## config.mk

```make
export PLATFORM = sky130hd
export DESIGN_NAME = cp0_unit
export DESIGN_NICKNAME = d
export VERILOG_FILES = /design/src/rtl/cp0_unit.sv
export SDC_FILE = /design/constraint.sdc
export NUM_CORES = 1
export LEC_CHECK = 0
export ABC_AREA = 1
export BUFFER_PORTS_ARGS = -buffer_cell sky130_fd_sc_hd__clkbuf_2
export CAP_MARGIN = 20
export CORE_MARGIN = 4
export CORE_UTILIZATION = 49
export DETAILED_ROUTE_END_ITERATION = 10
export PLACE_DENSITY_LB_ADDON = 0.1
export SYNTH_ARGS = -nofsm -noshare
export SYNTH_HDL_FRONTEND = slang
export SYNTH_SLANG_ARGS = --single-unit
```

## constraint.sdc

```tcl
create_clock -name clk -period 4.9 [get_ports clk]
set_clock_uncertainty 0.2 [all_clocks]
set_input_delay 0.98 -clock clk [delete_from_list [all_inputs] [get_ports clk]]
set_output_delay 0.98 -clock clk [all_outputs]
set_load 0.05 [all_outputs]
```

## src/rtl/cp0_unit.sv

```systemverilog
// cp0_unit: MIPS Coprocessor 0 in the M stage. Holds SR (12), Cause (13), EPC (14) and PRId (15), and raises Req.
// Latency: Req and DOut are combinational in the same cycle. SR, Cause and EPC update on the next clk edge.
// Backpressure: none. Req takes priority over an mtc0 or eret in the same cycle, and that flushed write is dropped.
//
// Ports:
//   clk, reset      : clock; synchronous active-high reset
//   A1 / DOut       : mfc0 register select / combinational read data
//   A2, DIn, en     : mtc0 register select, data and write enable
//   VPC, BDIn       : victim PC and branch-delay flag of the M instruction
//   ExcCodeIn       : exception code from M (0 = none)
//   HWInt           : level-sensitive external interrupt lines
//   EXLClr          : eret in M
//   BadVAddrIn      : faulting data address (used only with CP0_BADVADDR_EN)
//   EPCOut          : EPC register, used for eret redirection
//   Req             : exception/interrupt taken this cycle
// Optional feature: define CP0_BADVADDR_EN to add BadVAddr as register 8.
module cp0_unit #(
    parameter logic [31:0] PRID = 32'h2023_0701
) (
    input  logic        clk,
    input  logic        reset,
    input  logic [4:0]  A1,
    input  logic [4:0]  A2,
    input  logic [31:0] DIn,
    input  logic        en,
    input  logic [31:0] VPC,
    input  logic        BDIn,
    input  logic [4:0]  ExcCodeIn,
    input  logic [5:0]  HWInt,
    input  logic        EXLClr,
    input  logic [31:0] BadVAddrIn,
    output logic [31:0] DOut,
    output logic [31:0] EPCOut,
    output logic        Req
);

    logic [5:0]  sr_im;
    logic        sr_exl;
    logic        sr_ie;
    logic        cause_bd;
    logic [5:0]  cause_ip;
    logic [4:0]  cause_exc;
    logic [31:0] epc;

    logic        int_req;
    logic        exc_req;
    logic [31:0] victim_pc;
    logic [31:0] sr_val;
    logic [31:0] cause_val;

    always_comb begin
        int_req   = (|(HWInt & sr_im)) & sr_ie & ~sr_exl;
        exc_req   = (ExcCodeIn != 5'd0) & ~sr_exl;
        Req       = (int_req | exc_req) & ~reset;
        // A delay-slot victim restarts at its branch. The subtraction wraps modulo 2^32.
        victim_pc = BDIn ? (VPC - 32'd4) : VPC;
        sr_val    = {16'b0, sr_im, 8'b0, sr_exl, sr_ie};
        cause_val = {cause_bd, 15'b0, cause_ip, 3'b0, cause_exc, 2'b0};
    end

    always_ff @(posedge clk) begin
        if (reset) begin
            sr_im     <= 6'd0;
            sr_exl    <= 1'b0;
            sr_ie     <= 1'b0;
            cause_bd  <= 1'b0;
            cause_ip  <= 6'd0;
            cause_exc <= 5'd0;
            epc       <= 32'd0;
        end else begin
            cause_ip <= HWInt;
            if (Req) begin
                sr_exl    <= 1'b1;
                cause_exc <= int_req ? 5'd0 : ExcCodeIn;
                cause_bd  <= BDIn;
                epc       <= {victim_pc[31:2], 2'b00};
            end else begin
                if (en && A2 == 5'd12) begin
                    sr_im  <= DIn[15:10];
                    sr_exl <= DIn[1];
                    sr_ie  <= DIn[0];
                end
                if (en && A2 == 5'd14) begin
                    epc <= {DIn[31:2], 2'b00};
                end
                // This assignment comes after the SR write, so eret wins over DIn[1].
                if (EXLClr) begin
                    sr_exl <= 1'b0;
                end
            end
        end
    end

`ifdef CP0_BADVADDR_EN
    logic [31:0] badvaddr;

    always_ff @(posedge clk) begin
        if (reset) begin
            badvaddr <= 32'd0;
        end else if (Req && !int_req && (ExcCodeIn == 5'd4 || ExcCodeIn == 5'd5)) begin
            // A misaligned fetch (AdEL with a bad PC) faults on the PC itself.
            badvaddr <= (ExcCodeIn == 5'd4 && VPC[1:0] != 2'b00) ? VPC : BadVAddrIn;
        end
    end
`else
    logic unused_badvaddr;
    assign unused_badvaddr = ^BadVAddrIn;
`endif

    always_comb begin
        DOut = 32'd0;
        case (A1)
`ifdef CP0_BADVADDR_EN
            5'd8:    DOut = badvaddr;
`endif
            5'd12:   DOut = sr_val;
            5'd13:   DOut = cause_val;
            5'd14:   DOut = epc;
            5'd15:   DOut = PRID;
            default: DOut = 32'd0;
        endcase
    end

    assign EPCOut = epc;

endmodule

```

# Word level (Yosys, flattened, before mapping)
# Index checks and enable logic that the tools add are counted.
# Widths: inputs -> output; s select.
[totals]
reg_bits = 50
input_bits = 122
elab_cells = 38
[op_classes]
addsub = 1
eq_ne = 6
mux = 8
n_bitwise = 9
reduce_logical = 7
[op_table]
columns = ["cell", "n"]
rows = [
  ["$pmux 32 s4", 1],
  ["$mux 32", 3],
  ["$sub 32x3->32 const B", 1],
  ["$eq 5x4->1 const B", 6],
  ["$and 6x6->6", 1],
  ["$reduce_or 6->1", 1],
  ["$mux 5", 1],
  ["$reduce_bool 5->1", 1],
  ["$and 1x1->1", 4],
  ["$mux 1", 3],
  ["$not 1->1", 3],
  ["$reduce_bool 3->1", 1],
  ["$logic_and 1x1->1", 2],
  ["$reduce_and 2->1", 1],
  ["$reduce_bool 2->1", 1],
  ["$or 1x1->1", 1],
]

# Longest topological paths before layout
# Gate-level depths: netlist of run 1.
[depth]
word_depth = 8
mapped_depth = 12

# Least setup slack after synthesis of run 1
# OpenSTA, ideal clock, no wires.
[synth_path]
path_kind = "input port to output port"
startpoint = "input A1[3]"
endpoint = "output DOut[16]"
t_arrival_ns = 2.496
required_time_ns = 3.720
path_slack_ns = 1.224
stages = 5
path_cell_list = "nand2_1 > nor2_1 > nand2_1 > clkbuf_1 > o21ai_0"
[synth_via]
elab_chain_cells = 2
elab_cells_between_ends = 5
cone_classes = "eq/ne (4); mux (1)"
[synth_lines]
columns = ["item", "line_no", "text"]
rows = [
  ["from (decl)", "22", "input logic [4:0] A1,"],
  ["$eq 5x4->1", "112", "case (A1)"],
  ["$pmux 32 s4 (*)", "112", ""],
  ["to (decl)", "32", "output logic [31:0] DOut,"],
]
# Mark *: on every way between the ends. The rest lies on a longest branch, timed or not.

# Worst setup path in the final report of run 1
[layout_path]
startpoint = "input A1[3]"
endpoint = "output DOut[10]"
# Same word-level chain as after synthesis.

==> results of run 1 <==
[placed cells by master, fill, tap and decap left out]
master and instances:
a22o_1 5, nor3_1 2, conb_1 2, o21bai_1 1, ha_1 1, a211oi_2 1
clkbuf_8 5, nor2_2 7, a21oi_1 31, inv_1 75, a21boi_4 1, clkinv_2 2
or2_1 1, o21ai_0 33, nor3_4 2, clkbuf_2 150, nand3_4 1, or2_2 1
xnor2_1 2, nor2_4 2, nand2_2 7, dfxtp_1 50, o211ai_1 4, nor2_1 86
a31oi_1 6, nand3_1 23, o21ai_1 4, nand4_1 10, bufinv_16 1, inv_2 5
nand2_1 201, xor2_1 11, nand3_2 2, nor3_2 1, a211oi_1 3, buf_4 3
[area by class of cell]
cell class,count,area (µm²),area share
flip-flops and latches,50,1000,0.227
repair buffers,153,773,0.175
inverters,80,300,0.0680
multi-input cells,451,2110,0.479
clock inverters,3,40.0,0.00906
well taps,96,120,0.0272
clock buffers,5,68.8,0.0156
[registers in the layout, summed over array words and instances (netlist names)]
signal / cells
cause_ip: 6
EPCOut: 30
cause_exc: 5
sr_exl: 1
sr_ie: 1
cause_bd: 1
sr_im: 6
[metal layers]
layer | global-route usage | vias to the layer above
met5 | 0 | -
li1 | - | 2157
met2 | 0.470 | 163
met4 | 0.0940 | 0
met3 | 0.0406 | 23
met1 | 0.330 | 1933
[critical path: stages]
cell and delay [ns]:
clkbuf_2 0.08, nand2_1 0.06, nor2_1 0.12, nand2_1 0.48, inv_1 0.52, nand2_1 0.10, nand4_1 0.12, clkbuf_2 0.29
[logic make-up (layout without fill, tap and decap cells)]
group | count (synthesis) | count (layout) | share of synthesized area
XOR/XNOR | 13 | 13 | 0.0322
buffers and inverters | 103 | 241 | 0.119
AO/OA/AOI/OAI | 89 | 89 | 0.145
flip-flops | 50 | 50 | 0.283
other | 1 | 2 | 0.00106
adder cells (fa/ha/maj) | 1 | 1 | 0.00354
AND/OR/NAND/NOR | 346 | 346 | 0.415
[where the power goes]
| group | internal, mW | leakage (nW) | switching [mW] |
|---|---|---|---|
| combinational | 0.0887 | 1.79 | 0.225 |
| sequential | 0.436 | 0.412 | 0.0215 |
| clock | 0.151 | 0.0579 | 0.145 |
| total | 0.676 | 2.26 | 0.392 |
[path summary, 6_finish.rpt]
path / startpoint / end / slack [ns]
hold reg to reg: cause_exc[1]$_SDFFE_PP0P_ / cause_exc[1]$_SDFFE_PP0P_ / 0.27
setup reg to reg: sr_im[2]$_SDFFE_PP0P_ / sr_im[0]$_SDFFE_PP0P_ / 2.40
setup / recovery: A1[3] / DOut[10] / 0.94
hold / removal: cause_exc[1]$_SDFFE_PP0P_ / cause_exc[1]$_SDFFE_PP0P_ / 0.27
==> key figures, run 1 <==
Timing
  – Final period util: 0.807
  – Worst-Margin Slew: 0.825 ns
  – Setup slack after layout: 0.944 ns
  – Max Transition Viols Final: 0
  – Final Hold Viols: 0
  – Final Setup Violations: 0
  – Setup Total Neg Slack: 0 ns
  – WHS: 0.275 ns
  – Final worst path period need: 3.96 ns
  – Fmax: 253 MHz
  – RSZ-0062 raised after global routing: false
  – Slew headroom: 0.448

Detailed routing
  – DR WL/cell: 13.7 µm
  – Met3 WL: 887 µm
  – Avg Vias per Cell: 5.10
  – Highest Signal Layer: met4
  – Via count: 4276
  – Antenna-violating nets left: 0
  – Final WL: 11500 µm
  – Met1 Routed Length: 4740 µm
  – Number of remaining DRC errors: 0
  – Initial drt markers: 179
  – Met2 wire len: 5540 µm
  – Pre-Repair DR Iteration Count: 5

Synthesis
  – Area leader, netlist: dfxtp_1
  – Syn. warnings: 0
  – Share of the synthesized area in the top cell type: 0.283
  – Synthesized area: 0.00353 mm²
  – Cell variety after synth: 36
  – Post-synthesis sequential area ratio: 0.283
  – Post-synth EDFFs: 0
  – Largest cells by area after synthesis: dfxtp_1 28%, nand2_1 21%, nor2_1 9.1%
  – Main flop type after synthesis: dfxtp_1
  – Syn avg cell area: 5.86 µm²
  – Cells after Synth: 603
  – Post-synth ARST share: 0
  – Synthesized flop and latch total: 50
  – Top-count cell post-synth: nand2_1
  – Most common library cells after synthesis: 201 x nand2_1, 86 x nor2_1, 75 x inv_1

Clocking
  – CTS resizes: 0
  – Num CTS Buffers: 5
  – Clock Pin Slew Worst Setup and Hold Paths: 0.09 ns
  – Clock Path Buffers: 2
  – Clock Latency Late Sink: 0.31 ns
  – H-tree levels: 2
  – Clock Root Buffer: clkbuf_8
  – Hold buffer count at CTS: 0
  – CTS Sinks: 50
  – Post-CTS setup buffer count: 0
  – CTS tree: yes

Placement
  – Pre-CTS setup slack: 0.950 ns
  – # port buffers: 150
  – Placed Instances: 830
  – Post-DP Area: 0.00431 mm²
  – Detailed-placement wirelength estimate: 9080 µm
  – Gp weighted congestion: 0.887

Floorplan
  – Io pins: 187
  – Core area: 0.00691 mm²
  – Full die area: 0.00863 mm²
  – Die X-Extent: 92.9 µm
  – Row count: 30
  – Die Ht: 92.9 µm
  – Initial Util: 0.512

Setup path
  – Critical Path Start Type: primary input
  – Critical Path RT: 3.72 ns
  – Critical Path Sink Type: primary output
  – WS Path Type: in -> out
  – Worst EP arrival: 2.78 ns
  – CP max FO: 20
  – R2r worst-path depth: 11

Pwr
  – Maximum VDD drop: 0.197 mV
  – Leak: 2.26 nW
  – Final Total Pwr: 1.07 mW
  – Pwr/cell area: 242 mW/mm²

Cells and area
  – Post-route cell area: 0.00442 mm²
  – Nets: 864
  – Core Util, Final: 0.640
  – Area growth syn-to-layout: 25.0%
  – Fin cells: 838
  – Number of fillers in the final layout: 729
  – Layout cell share with drive strength beyond 1: 0.257
  – N_diodes: 0

Global route
  – Antenna violations before repair: 0
  – Vias in the first global route: 4092
  – Global-route wire length before repair: 18500 µm
  – Grt ovf: 0
  – All-Layer GR Usage: 0.267
  – Largest net degree at the start of global routing: 43

Flow run
  – # Max-Cap Violations: 0

Min path
  – Worst min path class: reg -> reg
  – Hold Crit Depth: 2

Outcome
  – Status: finished, final reports clean
(Power assumes the default switching activity.)
==> run 2: changes to the inputs <==
--- a/config.mk
+++ b/config.mk
@@ -9,7 +9,7 @@
 export BUFFER_PORTS_ARGS = -buffer_cell sky130_fd_sc_hd__clkbuf_2
 export CAP_MARGIN = 20
 export CORE_MARGIN = 4
-export CORE_UTILIZATION = 49
+export CORE_UTILIZATION = 41
 export DETAILED_ROUTE_END_ITERATION = 10
 export PLACE_DENSITY_LB_ADDON = 0.1
 export SYNTH_ARGS = -nofsm -noshare
==> constraint.sdc (replaced) <==
create_clock -name clk -period 3.45 [get_ports clk]
set_clock_uncertainty 0.2 [all_clocks]
set_input_delay 0.69 -clock clk [delete_from_list [all_inputs] [get_ports clk]]
set_output_delay 0.69 -clock clk [all_outputs]
set_load 0.05 [all_outputs]
==> run 2 against run 1 <==
Non-clock buffer count up 3. First-iteration DRC count down 30%. Cell count up 1.4%. Via count down 1.0%. Global-route usage down 3.1 points. Clock-buffer cell count unchanged. Register-to-register slack worse by 0.97 ns. Cell area up 0.51%. Critical path depth unchanged. Worst hold slack about the same.
==> key figures, run 2 (synthesis results as in run 1) <==
Setup path
  – CP max FO: 11
  – WS Path Type: in -> out
  – Critical Path Sink Type: primary output
  – Worst EP arrival: 1.87 ns
  – Critical Path RT: 2.56 ns
  – Critical Path Start Type: primary input

Detailed routing
  – Initial drt markers: 126
  – DR WL/cell: 14.2 µm
  – Antenna-violating nets left: 0
  – Pre-Repair DR Iteration Count: 5
  – Avg Vias per Cell: 4.98
  – Number of remaining DRC errors: 0
  – Via count: 4233
  – Final WL: 12100 µm

Global route
  – Antenna violations before repair: 0
  – Vias in the first global route: 3967
  – All-Layer GR Usage: 0.237
  – Largest net degree at the start of global routing: 37
  – Grt ovf: 0
  – Global-route wire length before repair: 19200 µm

Timing
  – WHS: 0.275 ns
  – Slew headroom: 0.660
  – Setup Total Neg Slack: 0 ns
  – Setup slack after layout: 0.685 ns
  – Final Hold Viols: 0
  – Worst-Margin Slew: 0.510 ns
  – Max Transition Viols Final: 0
  – Final Setup Violations: 0
  – RSZ-0062 raised after global routing: false
  – Final period util: 0.801
  – Fmax: 362 MHz
  – Final worst path period need: 2.76 ns

Placement
  – Detailed-placement wirelength estimate: 9760 µm
  – Gp weighted congestion: 0.905
  – Post-DP Area: 0.00434 mm²
  – Placed Instances: 842
  – Pre-CTS setup slack: 0.668 ns
  – # port buffers: 150

Floorplan
  – Initial Util: 0.426
  – Die X-Extent: 101 µm
  – Io pins: 187
  – Full die area: 0.0102 mm²
  – Die Ht: 101 µm
  – Core area: 0.00830 mm²
  – Row count: 33

Clocking
  – H-tree levels: 2
  – Post-CTS setup buffer count: 0
  – CTS tree: yes
  – CTS Sinks: 50
  – CTS resizes: 0
  – Clock Latency Late Sink: 0.31 ns
  – Hold buffer count at CTS: 0
  – Num CTS Buffers: 5
  – Clock Path Buffers: 2
  – Clock Pin Slew Worst Setup and Hold Paths: 0.11 ns
  – Clock Root Buffer: clkbuf_8

Flow run
  – # Max-Cap Violations: 0

Cells and area
  – Commonest non-fill, non-tap cells in the layout: 201 x nand2_1, 150 x clkbuf_2, 86 x nor2_1
  – Commonest non-fill, non-tap cell in the layout: nand2_1
  – N_diodes: 0
  – Core Util, Final: 0.535
  – Number of flip-flops in the largest register: 30
  – Area growth syn-to-layout: 25.7%
  – Layout cell share with drive strength beyond 1: 0.260
  – Fin cells: 850
  – Post-route cell area: 0.00444 mm²
  – Nets: 867

Pwr
  – Leak: 2.26 nW
  – Final Total Pwr: 1.49 mW
  – Pwr/cell area: 335 mW/mm²
  – Maximum VDD drop: 0.171 mV

Outcome
  – Status: finished, final reports clean

Min path
  – Worst min path class: reg -> reg
-- run 2: changes by cell type in the layout (fill, tap and decap cells not counted), sizes merged --
cell,before,now
buf,3,6
bufinv,1,0
inv,80,81
-- run 2: critical path: stages --
cell and delay [ns]:
clkbuf_2 0.08, nand2_1 0.06, nor2_1 0.12, nand2_1 0.10
inv_1 0.30, nand2_1 0.09, nand4_1 0.12, clkbuf_2 0.29
-- run 2: final cells by class --
class / count / area, µm²
inverters: 80 / 300
clock inverters: 3 / 28.8
well taps: 105 / 131
multi-input cells: 451 / 2110
clock buffers: 5 / 68.8
flip-flops and latches: 50 / 1000
repair buffers: 156 / 796
fillers: 933 / 3860
-- run 2: final timing paths --
check | startpoint | slack [ns] | cells after the start | to
hold reg to reg | cause_exc[2]$_SDFFE_PP0P_ | 0.27 | 2 | cause_exc[2]$_SDFFE_PP0P_
hold / removal | cause_exc[2]$_SDFFE_PP0P_ | 0.27 | 2 | cause_exc[2]$_SDFFE_PP0P_
setup / recovery | A1[3] | 0.69 | 8 | DOut[10]
setup reg to reg | sr_im[2]$_SDFFE_PP0P_ | 1.43 | 12 | EPCOut[25]$_SDFFE_PP0P_
-- run 2: layer usage --
metal	part of all wire	vias up	global-route usage
li1	-	2162	-
met3	0.081	10	0.0464
met1	0.41	1920	0.295
met5	0	-	0
met4	0.012	0	0.0549
met2	0.49	141	0.418
-- run 2: report_power, final --
group | switching, mW | total, mW | internal, mW
clock | 0.235 | 0.387 | 0.151
sequential | 0.0300 | 0.650 | 0.620
combinational | 0.320 | 0.449 | 0.129
